**src/rtl/mux6_rr_arbiter_if.sv**
```systemverilog
`default_nettype none
// ============================================================================
// Interface : mux6_rr_arbiter_if
// Purpose   : Request/select/grant bundle between the six requesters and
//             the round-robin arbiter of the 6-source datapath multiplexer.
// Revision  : 1.0 - initial release
// ============================================================================
interface mux6_rr_arbiter_if;
  logic [5:0] req;        // one request line per multiplexer input
  logic [2:0] sel;        // multiplexer select, 3'b111 parks on zero
  logic [5:0] grant;      // one-hot owner, all zero when nobody owns the bus
  logic       bus_valid;  // multiplexer output carries owner data
  logic       busy;       // arbiter is not idle

  // Requester side: drives requests, observes the arbitration result
  modport master (
    output req,
    input  sel,
    input  grant,
    input  bus_valid,
    input  busy
  );

  // Arbiter side
  modport slave (
    input  req,
    output sel,
    output grant,
    output bus_valid,
    output busy
  );
endinterface : mux6_rr_arbiter_if
`default_nettype wire

```
**src/rtl/mux6_rr_arbiter.sv**
```systemverilog
`default_nettype none
// ============================================================================
// Module    : mux6_rr_arbiter
// Purpose   : Round-robin arbiter sharing the 8-bit, six-source datapath
//             multiplexer. Bounded tenure under contention, one dead cycle
//             between owners, select parked on 3'b111 when idle.
// Revision  : 1.0 - initial release
// ============================================================================
module mux6_rr_arbiter #(
  parameter int unsigned MAX_HOLD = 4   // legal range 1..255
) (
  input  logic              clock,
  input  logic              resetn,
  mux6_rr_arbiter_if.slave  bus
);

  // Tenure counter needs to reach MAX_HOLD-1; keep at least one bit.
  localparam int unsigned         c_CNT_W    = (MAX_HOLD > 2) ? $clog2(MAX_HOLD) : 1;
  localparam logic [c_CNT_W-1:0]  c_CNT_MAX  = c_CNT_W'(MAX_HOLD - 1);
  localparam logic [c_CNT_W-1:0]  c_CNT_ONE  = c_CNT_W'(1);
  localparam logic [2:0]          c_PARK     = 3'b111;
  // Last owner resets to 5 so the first search begins at index 0.
  localparam logic [2:0]          c_LAST_RST = 3'd5;

  typedef enum logic [1:0] {
    S_IDLE  = 2'd0,
    S_GRANT = 2'd1,
    S_GAP   = 2'd2
  } state_t;

  state_t               r_state;
  logic [2:0]           r_owner;
  logic [2:0]           r_last;
  logic [c_CNT_W-1:0]   r_count;
  logic [2:0]           r_sel;
  logic [5:0]           r_grant;
  logic                 r_bus_valid;
  logic                 r_busy;

  state_t               w_state_nxt;
  logic [2:0]           w_owner_nxt;
  logic [2:0]           w_last_nxt;
  logic [c_CNT_W-1:0]   w_count_nxt;
  logic [2:0]           w_sel_nxt;
  logic [5:0]           w_grant_nxt;
  logic                 w_bus_valid_nxt;
  logic                 w_busy_nxt;

  logic [2:0]           w_win;
  logic [5:0]           w_owner_oh;
  logic                 w_others;
  logic                 w_any;

  // Index that is 'step' positions after 'base', wrapping 5 -> 0.
  function automatic logic [2:0] f_idx(input logic [2:0] base, input logic [2:0] step);
    logic [3:0] sum;
    sum = {1'b0, base} + {1'b0, step};
    if (sum >= 4'd6) begin
      sum = sum - 4'd6;
    end
    return sum[2:0];
  endfunction

  // Winner search from last+1; scanning backwards lets the earliest hit win.
  always_comb begin
    w_win = 3'd0;
    for (int k = 6; k >= 1; k--) begin
      if (bus.req[f_idx(r_last, 3'(k))]) begin
        w_win = f_idx(r_last, 3'(k));
      end
    end
  end

  assign w_any      = |bus.req;
  assign w_owner_oh = 6'b000001 << r_owner;
  assign w_others   = |(bus.req & ~w_owner_oh);

  // Next-state logic: arbitration, release, forced rotation and the gap cycle.
  always_comb begin
    w_state_nxt = r_state;
    w_owner_nxt = r_owner;
    w_last_nxt  = r_last;
    w_count_nxt = r_count;
    unique case (r_state)
      S_IDLE, S_GAP: begin
        if (w_any) begin
          w_state_nxt = S_GRANT;
          w_owner_nxt = w_win;
          w_last_nxt  = w_win;
          w_count_nxt = '0;
        end else begin
          w_state_nxt = S_IDLE;
        end
      end
      S_GRANT: begin
        if (!bus.req[r_owner]) begin
          w_state_nxt = S_GAP;
        end else if ((r_count == c_CNT_MAX) && w_others) begin
          w_state_nxt = S_GAP;
        end else if (r_count != c_CNT_MAX) begin
          // A sole requester saturates here and keeps the bus.
          w_count_nxt = r_count + c_CNT_ONE;
        end
      end
      default: begin
        w_state_nxt = S_IDLE;
      end
    endcase
  end

  // Output decode of the next state, so the registered outputs track the state.
  always_comb begin
    w_sel_nxt       = c_PARK;
    w_grant_nxt     = 6'b000000;
    w_bus_valid_nxt = 1'b0;
    w_busy_nxt      = (w_state_nxt != S_IDLE);
    if (w_state_nxt == S_GRANT) begin
      w_sel_nxt       = w_owner_nxt;
      w_grant_nxt     = 6'b000001 << w_owner_nxt;
      w_bus_valid_nxt = 1'b1;
    end
  end

  // State, pointer and output registers with asynchronous active-low reset.
  always_ff @(posedge clock or negedge resetn) begin
    if (!resetn) begin
      r_state     <= S_IDLE;
      r_owner     <= 3'd0;
      r_last      <= c_LAST_RST;
      r_count     <= '0;
      r_sel       <= c_PARK;
      r_grant     <= 6'b000000;
      r_bus_valid <= 1'b0;
      r_busy      <= 1'b0;
    end else begin
      r_state     <= w_state_nxt;
      r_owner     <= w_owner_nxt;
      r_last      <= w_last_nxt;
      r_count     <= w_count_nxt;
      r_sel       <= w_sel_nxt;
      r_grant     <= w_grant_nxt;
      r_bus_valid <= w_bus_valid_nxt;
      r_busy      <= w_busy_nxt;
    end
  end

  assign bus.sel       = r_sel;
  assign bus.grant     = r_grant;
  assign bus.bus_valid = r_bus_valid;
  assign bus.busy      = r_busy;

endmodule : mux6_rr_arbiter
`default_nettype wire
```
**src/flat_wrapper.sv**
```systemverilog
// flat-port wrapper written by rule: the top's interface ports become plain ports
module mux6_rr_arbiter_flat 
#(
  parameter int unsigned MAX_HOLD = 4                        
)
  (clock, resetn, bus_req, bus_sel, bus_grant, bus_bus_valid, bus_busy);
  mux6_rr_arbiter_if bus_i ();
  input  logic clock;
  input  logic resetn;
  input wire logic [$bits(bus_i.req)-1:0] bus_req;
  output wire logic [$bits(bus_i.sel)-1:0] bus_sel;
  output wire logic [$bits(bus_i.grant)-1:0] bus_grant;
  output wire logic [$bits(bus_i.bus_valid)-1:0] bus_bus_valid;
  output wire logic [$bits(bus_i.busy)-1:0] bus_busy;
  assign bus_i.req = bus_req;
  assign bus_sel = bus_i.sel;
  assign bus_grant = bus_i.grant;
  assign bus_bus_valid = bus_i.bus_valid;
  assign bus_busy = bus_i.busy;
  mux6_rr_arbiter #(.MAX_HOLD(MAX_HOLD)) u_core (.clock(clock), .resetn(resetn), .bus(bus_i));
endmodule
```
**config.mk**
```make
export PLATFORM = sky130hd
export DESIGN_NAME = mux6_rr_arbiter_flat
export DESIGN_NICKNAME = d
export VERILOG_FILES = /design/src/rtl/mux6_rr_arbiter_if.sv /design/src/rtl/mux6_rr_arbiter.sv /design/src/flat_wrapper.sv
export SDC_FILE = /design/constraint.sdc
export NUM_CORES = 1
export LEC_CHECK = 0
export ABC_AREA = 1
export CAP_MARGIN = 20
export CELL_PAD_IN_SITES_DETAIL_PLACEMENT = 1
export CELL_PAD_IN_SITES_GLOBAL_PLACEMENT = 1
export CORE_ASPECT_RATIO = 0.7
export CORE_MARGIN = 1.5
export CORE_UTILIZATION = 30
export DETAILED_ROUTE_END_ITERATION = 12
export PLACE_DENSITY_LB_ADDON = 0.05
export SLEW_MARGIN = 20
export SYNTH_ARGS = -nofsm -noshare
export SYNTH_HDL_FRONTEND = slang
export SYNTH_SLANG_ARGS = --single-unit
export TNS_END_PERCENT = 100
```
**constraint.sdc**
```tcl
create_clock -name clock -period 2.4 [get_ports clock]
set_input_delay 0.72 -clock clock [delete_from_list [all_inputs] [get_ports clock]]
set_output_delay 0.72 -clock clock [all_outputs]
set_load 0.03 [all_outputs]
```
Word level (Yosys, flattened, before mapping)
Index checks and enable logic that the tools add are counted.
{"block": "totals", "register_bits": 21, "in_bits": 8, "output_inout_bits": 11, "word_cells": 96}
{"block": "op_classes", "addsub": 13, "n_lt_le_gt_ge": 13, "n_eq_ne": 9, "shift": 2, "mux": 40, "bitwise_logic": 2, "n_reduce_logical": 9}
{"op": "$mux W3", "count": 15}
{"op": "$lt A3 B4 Y1 const B", "count": 7}
{"op": "$ge A4 B3 Y1 const B", "count": 6}
{"op": "$bmux W1 S3", "count": 7}
{"op": "$sub A3 B3 Y3 const B", "count": 6}
{"op": "$add A3 B3 Y4 const B", "count": 3}
{"op": "$mux W2", "count": 6}
{"op": "$reduce_or A6 Y1", "count": 2}
{"op": "$shl A1 B3 Y6 const A", "count": 2}
{"op": "$mux W1", "count": 9}
{"op": "$add A3 B2 Y4 const B", "count": 2}
{"op": "$pmux W2 S2", "count": 2}
{"op": "$and A6 B6 Y6", "count": 1}
{"op": "$mux W6", "count": 1}
{"op": "$ne A2 B1 Y1 const B", "count": 3}
{"op": "$not A6 Y6", "count": 1}
{"op": "$reduce_and A5 Y1", "count": 1}
{"op": "$add A3 B1 Y4 const B", "count": 1}
{"op": "$eq A2 B1 Y1 const B", "count": 2}
{"op": "$eq A2 B2 Y1 const B", "count": 2}
{"op": "$ne A2 B2 Y1 const B", "count": 2}
{"op": "$reduce_bool A2 Y1", "count": 2}
{"op": "$add A2 B1 Y2 const B", "count": 1}
{"op": "$logic_not A2 Y1", "count": 1}
{"op": "3 further kinds", "count": 3}

Depth between registers and ports, before layout
Gate-level depths: netlist of the first run.
{"block": "depth", "depth_word": 15, "ltp_mapped": 21, "mapped_depth_nobuf": 21}

Least setup slack after synthesis of the first run
Ideal clock, no wire load.
{"block": "synth_timing", "kind": "register to register", "start": "register u_core.r_last[0]", "end": "register u_core.r_grant[4] (netlist: u_core.bus.grant[4])", "setup_ns": 0.063, "t_arrival_ns": 2.448, "required_ns": 2.337, "slack_ns": -0.110, "stages_incl_launch_ff": 19, "n_path_buf": 1, "period_less_slack_ns": 2.510, "cell_sequence": "dfstp_2 inv_1 ha_1 buf_6 inv_1 nand3_1 nand2_1 nand3_1 nand3_1 nand2_1 nand2_1 nand2_1 nand2_1 nand2_1 a21oi_2 nand2_1 nor2_1 nand2_1 inv_1"}
{"block": "synth_via", "elab_chain_len": 15, "word_cells_on_any_way": 46, "classes_between": "12 x add/sub; 6 x order compare; 1 x shift; 27 x mux"}
{"item": "start: declaration", "line": "mux6_rr_arbiter.sv:33", "text": "logic [2:0] r_last;"}
{"item": "start signal: assignment", "line": "mux6_rr_arbiter.sv:129", "text": "r_last <= c_LAST_RST;"}
{"item": "start signal: assignment", "line": "mux6_rr_arbiter.sv:138", "text": "r_last <= w_last_nxt;"}
{"item": "$add A3 B3 Y4", "line": "mux6_rr_arbiter.sv:57", "text": "sum = {1'b0, base} + {1'b0, step};"}
{"item": "$ge A4 B3 Y1 or $sub A3 B3 Y3 (tied branches)", "line": "mux6_rr_arbiter.sv:58, mux6_rr_arbiter.sv:59"}
{"item": "$mux W3", "line": "mux6_rr_arbiter.sv:58", "text": "if (sum >= 4'd6) begin"}
{"item": "$bmux W1 S3", "line": "mux6_rr_arbiter.sv:68", "text": "if (bus.req[f_idx(r_last, 3'(k))]) begin"}
{"item": "$mux W1 (not written as such)", "line": "mux6_rr_arbiter.sv:68"}
{"item": "$mux W3 (5 in a row)", "line": "mux6_rr_arbiter.sv:68"}
{"item": "$mux W3 *", "line": "mux6_rr_arbiter.sv:68"}
{"item": "$mux W3 *", "line": "mux6_rr_arbiter.sv:86", "text": "if (w_any) begin"}
{"item": "$mux W3 *", "line": "mux6_rr_arbiter.sv:84", "text": "unique case (r_state)"}
{"item": "$shl A1 B3 Y6 *", "line": "mux6_rr_arbiter.sv:119", "text": "w_grant_nxt = 6'b000001 << w_owner_nxt;"}
{"item": "$mux W6 *", "line": "mux6_rr_arbiter.sv:117", "text": "if (w_state_nxt == S_GRANT) begin"}
{"item": "via u_core.w_grant_nxt[4]", "line": "mux6_rr_arbiter.sv:45", "text": "logic [5:0] w_grant_nxt;"}
{"item": "end signal: assignment", "line": "mux6_rr_arbiter.sv:141", "text": "r_grant <= w_grant_nxt;"}
{"item": "end: declaration", "line": "mux6_rr_arbiter.sv:36", "text": "logic [5:0] r_grant;"}
Mark *: on every way through the listed nets, which the timed path passes. The rest lies on a longest branch. The select of a mux whose other input is x is not followed.
A chain may end at the register's enable or synchronous reset.

Worst setup path after layout of the first run
{"block": "layout_timing", "start": "input port bus_req[3]", "end": "register u_core.r_grant[4] (netlist: u_core.bus.grant[4])"}
{"block": "layout_via", "elab_chain_len": 12, "word_cells_on_any_way": 33, "classes_between": "1 x eq/ne; 1 x shift; 27 x mux; 1 x bitwise; 3 x reduce/logical"}
{"item": "start: declaration", "line": "flat_wrapper.sv:10", "text": "input wire logic [$bits(bus_i.req)-1:0] bus_req;"}
{"item": "$bmux W1 S3", "line": "mux6_rr_arbiter.sv:68"}
{"item": "$mux W1 (not written as such)", "line": "mux6_rr_arbiter.sv:68"}
{"item": "$mux W3 (6 in a row)", "line": "mux6_rr_arbiter.sv:68"}
{"item": "$mux W3", "line": "mux6_rr_arbiter.sv:86"}
{"item": "$mux W3", "line": "mux6_rr_arbiter.sv:84"}
{"item": "$shl A1 B3 Y6", "line": "mux6_rr_arbiter.sv:119"}
{"item": "$mux W6 *", "line": "mux6_rr_arbiter.sv:117"}
{"item": "via u_core.w_grant_nxt[4]", "line": "mux6_rr_arbiter.sv:45"}
Marked as above.

==> results.yml, run 1 <==
die:
  rows: 23
  core_sq_um: 5760
  die_w_microns: 95.6
  die-area_sq_um: 6490
  io_pins: 19
  die_y_microns: 67.8
  initial_core_util_pct: 31.3
detailed_routing:
  drt_iter0_drc: 104
  routed_via_density: 4.74
  finalWirelength_mm: 6.48
  dr.pass1.iters: 4
  ant_nets: 0
  drcViolationCount: 0
  wl_per_cell_microns: 14.6
  vias: 2106
timing:
  period_needed_ps: 2520
  period_share_pct: 105
  maxSlewHeadroom_pct: 76.0
  setup_ws_ps: -123
  finalMaxSlewViolations: 0
  setup_viol: 9
  fmax_mhz: 396
  clock_skew_ps: 8.22
  finalSetupTns_ps: -773
  rsz0062_at_grt: "yes"
  tightest_slew_ps: 361
  hold_violations: 0
place:
  hpwl_mm: 4.81
  io_buffers: 18
  dp.cells: 425
  gp_congestion: 0.791
  pre_cts_ws_ps: -425
clock_network:
  cts_root_buf: "clkbuf_8"
  clk_transition_reported_paths_ps: 80
  clock_path_buffers: 2
  clkLatencyLatePin_ps: 270
  htree_num_levels: 1
  cts_hold_buf: 0
  cts_tree: "done"
  clock-sinks: 21
  cts_buffers: 3
synthesis:
  muxShareOfSynthArea_pct: 0
  synth_cells: 279
  synth_xor_area_share_pct: 1.39
  yosys_register_bits: 21
  yosysTopAreaCell: "dfrtp_1"
  yosys_warnings: 0
  yosysSeqAreaShare_pct: 29.5
  ys_types: 31
  yosys.area_share.simple_pct: 39.5
  synth_top_family_by_area: "simple AND/OR/NAND/NOR gates"
  synth_area_sq_um: 1800
  yosys.area.top_type_share_pct: 22.2
  ys_top_cells_by_area: "dfrtp_1, nand2_1, inv_1"
  synth_fa_ha_area_share_pct: 7.64
  synth_compound_area_share_pct: 11.5
  synth.avg_cell_area_sq_um: 6.46
  synth_fp_nets: 298
setup_path:
  start_kind: "input pin"
  path_max_fanout: 4
  crit_type: "in2reg"
  slowest_stage: "clkdlybuf4s50_1"
  path_common_cell: "nand2_1"
  crit_start: "bus_req[3]"
  max_stage_delay_ps: 450
  critPathRequiredTime_ps: 2620
  endpoint_kind: "flip-flop"
  arrival_ps: 2740
  r2r_end: "u_core.bus.grant[4]"
  crit_chain: "clkdlybuf4s50_1, nand2_1, o21ai_1, buf_4, inv_2, nand3_1, nand3_2, nand2_2, nor2_2, nand2_2, nand2_1, nand2_1, nand2_1, nand2_2, a21oi_4, nand2_2, nor2_1, nand2_1, inv_1"
  r2r_setup_slack_ps: -120
  worst_r2r_path_depth: 21
  r2r-start: "u_core.r_last[0]"
cells_and_area:
  syn2layout_area_growth_pct: 72.7
  layout.cells.non_filler: 444
  drive_above_1_share_pct: 47.4
  final_core_util_pct: 54.1
  nets: 389
  antenna_cells: 0
  nFillCells: 741
hold_path:
  min_path_cells: 2
  hold_end: "u_core.r_count[1]"
  worstHoldStart: "u_core.r_count[1]"
  hold_class: "reg2reg"
global_routing:
  gr-usage-met2_pct: 30.5
  globalRouteMet1Util_pct: 30.2
  grt_pass1_vias: 2111
  grtUsageMet3_pct: 2.67
  grt_overflow: 0
  grt_first_pass_wirelength_mm: 9.91
  antenna_found_initial: 0
  grt.total_usage_pct: 19.9
  grt_max_degree: 22
  grt-busiest-layer: "met2"
run_status:
  violations: "negative setup slack"
  outcome: "finished with violations"
job:
  drv_cap: 0
## worst max-delay path, delay by kind of cell
kind,cells,cell delay [ps]
AOI/OAI and AO/OA,2,280
buffers and inverters,4,690
and+or+nand+nor,13,1020
## cells in the mapped netlist
cell type,number
or2_0,1
nand2_2,3
xor2_2,1
o21ai_0,13
a21boi_1,1
dfstp_2,5
o21ai_4,1
buf_4,1
nand2_1,97
a21oi_2,1
nand3_1,26
dfrtp_1,16
inv_2,4
inv_1,41
o221ai_1,1
o211ai_1,1
ha_1,11
nor2_1,24
nor3_2,1
nor3_1,2
xor2_1,1
o21ai_1,5
a21oi_1,6
o21ai_2,2
nand4_1,5
nand3b_1,1
nand3_2,1
nand2_4,3
o22ai_1,2
buf_6,1
a221oi_1,1
## flip-flops by register name, indices dropped and copies added (netlist names)
register,count
u_core.r_last,3
u_core.bus.grant,6
u_core.r_count,2
u_core.r_owner,3
u_core.bus.busy,1
u_core.r_state,2
u_core.bus.bus_valid,1
u_core.bus.sel,3
## cell usage in the layout (no fill, tap or decap), types with 9 or more instances in the layout
cell type / n
nand2_1: 63
buf_4: 57
inv_1: 33
nand2_2: 26
nor2_1: 17
clkdlybuf4s50_1: 17
dfrtp_1: 16
nand2_4: 14
nand3_2: 12
nand3_1: 12
o21ai_0: 12
inv_2: 9
buf_6: 9
## worst max path at each step
| stage | cells after the start | slack (ps) | to |
|---|---|---|---|
| after floorplan | 20 | 2 | u_core.bus.grant[4] |
| after global placement | 17 | -350 | u_core.bus.grant[3] |
| after detailed placement | 18 | -430 | u_core.bus.grant[4] |
| after CTS | 20 | -90 | u_core.bus.grant[5] |
| after global routing | 21 | -310 | u_core.bus.grant[3] |
| final | 19 | -120 | u_core.bus.grant[4] |
## stage by stage
stage / instance area [sq um] / hold WS [ps]
2_1_floorplan: 1820 / 424
3_3_place_gp: 2500 / 480
3_5_place_dp: 2500 / 503
4_1_cts: 2890 / 522
5_1_grt: 3110 / 547
6_report: 3110 / 518
## kinds of logic (layout without fill, tap and decap cells)
| kind of cell | after synthesis | in the layout |
|---|---|---|
| simple gates | 164 | 164 |
| fa+ha+maj | 11 | 11 |
| compound gates | 34 | 34 |
| xor+xnor | 2 | 2 |
| flops | 21 | 21 |
| buf+inv | 47 | 137 |
## metal layers
| metal | up-vias | share of wire, % | wire length, microns |
|---|---|---|---|
| met3 | 8 | 2.4 | 155 |
| met2 | 29 | 44 | 2840 |
| li1 | 1060 | - | - |
| met5 | - | 0 | 0 |
| met4 | 0 | 1.1 | 74 |
| met1 | 1009 | 53 | 3410 |
## what timing repair did
action / CTS / global route
hold endpoints to repair: 0 / 0
cloned: 0 / 0
pin swaps: 34 / 19
buffers inserted: 10 / 6
endpoints found under the setup margin: 12 / 15
resized for setup: 73 / 40
## cell type report
| type | instances | area [sq um] | share of cell area, % |
|---|---|---|---|
| Inverter | 45 | 176 | 5.67 |
| Timing Repair Buffer | 88 | 783 | 25.2 |
| Clock buffer | 3 | 41.3 | 1.33 |
| Tap cell | 75 | 93.8 | 3.02 |
| Sequential cell | 21 | 532 | 17.1 |
| Multi-Input combinational cell | 211 | 1480 | 47.5 |
| Clock inverter | 1 | 7.51 | 0.241 |
Power of run 1 is not shown: default switching activity piles up to over one toggle a cycle in this logic, so the estimate is an artifact.
==> run 2: changes to the inputs <==
--- a/config.mk
+++ b/config.mk
@@ -11,10 +11,10 @@
 export CELL_PAD_IN_SITES_GLOBAL_PLACEMENT = 1
 export CORE_ASPECT_RATIO = 0.7
 export CORE_MARGIN = 1.5
-export CORE_UTILIZATION = 30
+export CORE_UTILIZATION = 36
 export DETAILED_ROUTE_END_ITERATION = 12
 export PLACE_DENSITY_LB_ADDON = 0.05
-export SLEW_MARGIN = 20
+export SLEW_MARGIN = 10
 export SYNTH_ARGS = -nofsm -noshare
 export SYNTH_HDL_FRONTEND = slang
 export SYNTH_SLANG_ARGS = --single-unit
==> results.yml, run 2 (synthesis results as in run 1) <==
run_status:
  outcome: "finished with violations"
  violations: "negative setup slack"
detailed_routing:
  finalWirelength_mm: 7.03
  dr_wl_met2_mm: 3.27
  drt_iter0_drc: 113
  vias: 2139
  wl_per_cell_microns: 16.5
  drcViolationCount: 0
  wirelength_met1_mm: 3.45
  dr.pass1.iters: 4
  met3_length_microns: 189
  topRoutingLayerUsed: "met4"
  ant_nets: 0
  routed_via_density: 5.01
cells_and_area:
  antenna_cells: 0
  drive_above_1_share_pct: 42.5
  final_common_cell: "nand2_1"
  mostFrequentLayoutCells: "nand2_1, buf_4, inv_1"
  final_core_util_pct: 60.1
  largest_register_ffs: 6
  layout.cells.non_filler: 427
  syn2layout_area_growth_pct: 60.4
  nets: 378
hold_path:
  hold_class: "reg2reg"
timing:
  clock_skew_ps: 14.7
  finalMaxSlewViolations: 0
  setup_viol: 13
  hold_violations: 0
  period_needed_ps: 2650
  tightest_slew_ps: 369
  setup_ws_ps: -245
  period_share_pct: 110
  rsz0062_at_grt: "yes"
  fmax_mhz: 378
  maxSlewHeadroom_pct: 75.3
  fin_hold_ws_ps: 514
clock_network:
  cts_tree: "done"
  cts_hold_buf: 0
  cts_buffers: 3
  clkLatencyLatePin_ps: 280
  clock_path_buffers: 2
  cts_root_buf: "clkbuf_8"
  htree_num_levels: 1
  clock-sinks: 21
  clk_transition_reported_paths_ps: 90
place:
  dp.cells: 412
  gp_congestion: 0.844
  hpwl_mm: 4.89
  io_buffers: 18
die:
  die_w_microns: 87.6
  rows: 21
  die_y_microns: 62.2
  core_sq_um: 4810
  die-area_sq_um: 5450
  io_pins: 19
  initial_core_util_pct: 37.5
setup_path:
  arrival_ps: 2860
  path_max_fanout: 5
  r2r_end: "u_core.bus.grant[5]"
  worstSetupEndpoint: "u_core.bus.grant[5]"
  critPathRequiredTime_ps: 2610
  endpoint_kind: "flip-flop"
  crit_start: "u_core.r_last[2]"
  start_kind: "flip-flop"
  r2r_setup_slack_ps: -250
  worst_r2r_path_depth: 20
  r2r-start: "u_core.r_last[2]"
  crit_type: "reg2reg"
global_routing:
  antenna_found_initial: 0
  grt.total_usage_pct: 25.6
  grt_max_degree: 22
  grt_overflow: 0
  grt_first_pass_wirelength_mm: 10.7
  grt_pass1_vias: 2198
job:
  drv_cap: 0
[run 2: timing repair]
action / 4_1_cts / 5_1_grt
pin swaps: 29 / 28
setup buffers: 7 / 4
resized for setup: 49 / 44
endpoints found under the setup margin: 14 / 17
[run 2: routing by layer]
layer  up-vias  global-route usage [%]
met5         -                       0
met4         0                    5.36
met3        13                    2.93
met2        41                    40.7
met1      1047                    37.3
li1       1038                       -
[run 2: cell type report]
class                   instances  area (sq um)
clock buffers                   3          41.3
repair buffers                 77           652
clock inverters                 1          7.51
fillers                       630          1920
inverters                      45           174
multi-input cells             211          1400
flip-flops and latches         21           532
well taps                      69          86.3
[run 2: how the worst min path moves through the flow]
| stage | slack, ps | end | from | cells after the start |
|---|---|---|---|---|
| after floorplan | 420 | u_core.bus.bus_valid | resetn | 0 |
| after global placement | 480 | u_core.r_count[1] | u_core.r_count[1] | 2 |
| after detailed placement | 490 | u_core.r_count[1] | u_core.r_count[1] | 2 |
| after CTS | 510 | u_core.r_count[1] | u_core.r_count[1] | 2 |
| after global routing | 560 | u_core.r_count[1] | u_core.r_count[1] | 2 |
| final | 510 | u_core.r_count[1] | u_core.r_count[1] | 2 |
[run 2: per-stage QoR]
stage | worst slack [ps] | TNS, ps | cell area, sq um
global route | -379 | -3980 | 2890
floorplan | 2.34 | 0 | 1820
detailed placement | -434 | -4560 | 2430
global placement | -337 | -3550 | 2430
CTS | -91.8 | -357 | 2680
finish | -245 | -1980 | 2890
[run 2: critical path, stage by stage (launching register included)]
cell and delay, ps:
dfstp_2 560, inv_4 50, buf_6 120, ha_2 170, inv_2 60, nand3_2 70, xor2_1 240, inv_1 130
nor3_4 240, nand3_2 90, nand2_1 70, nand2_1 50, nand2_1 60, nand2_1 70, nand2_1 60, nand2_1 60
nand2_1 90, nand2_2 100, nand2_4 100, nand2_1 70, nor2_1 110
Power of run 2 is left out for the same reason.
==> run 3: changes to the inputs <==
--- a/config.mk
+++ b/config.mk
@@ -6,7 +6,6 @@
 export NUM_CORES = 1
 export LEC_CHECK = 0
 export ABC_AREA = 1
-export CAP_MARGIN = 20
 export CELL_PAD_IN_SITES_DETAIL_PLACEMENT = 1
 export CELL_PAD_IN_SITES_GLOBAL_PLACEMENT = 1
 export CORE_ASPECT_RATIO = 0.7
==> results of run 3 <==
Same layout as run 2: the final DEF is identical, and so are final timing and power.
Power of run 3 is left out for the same reason.
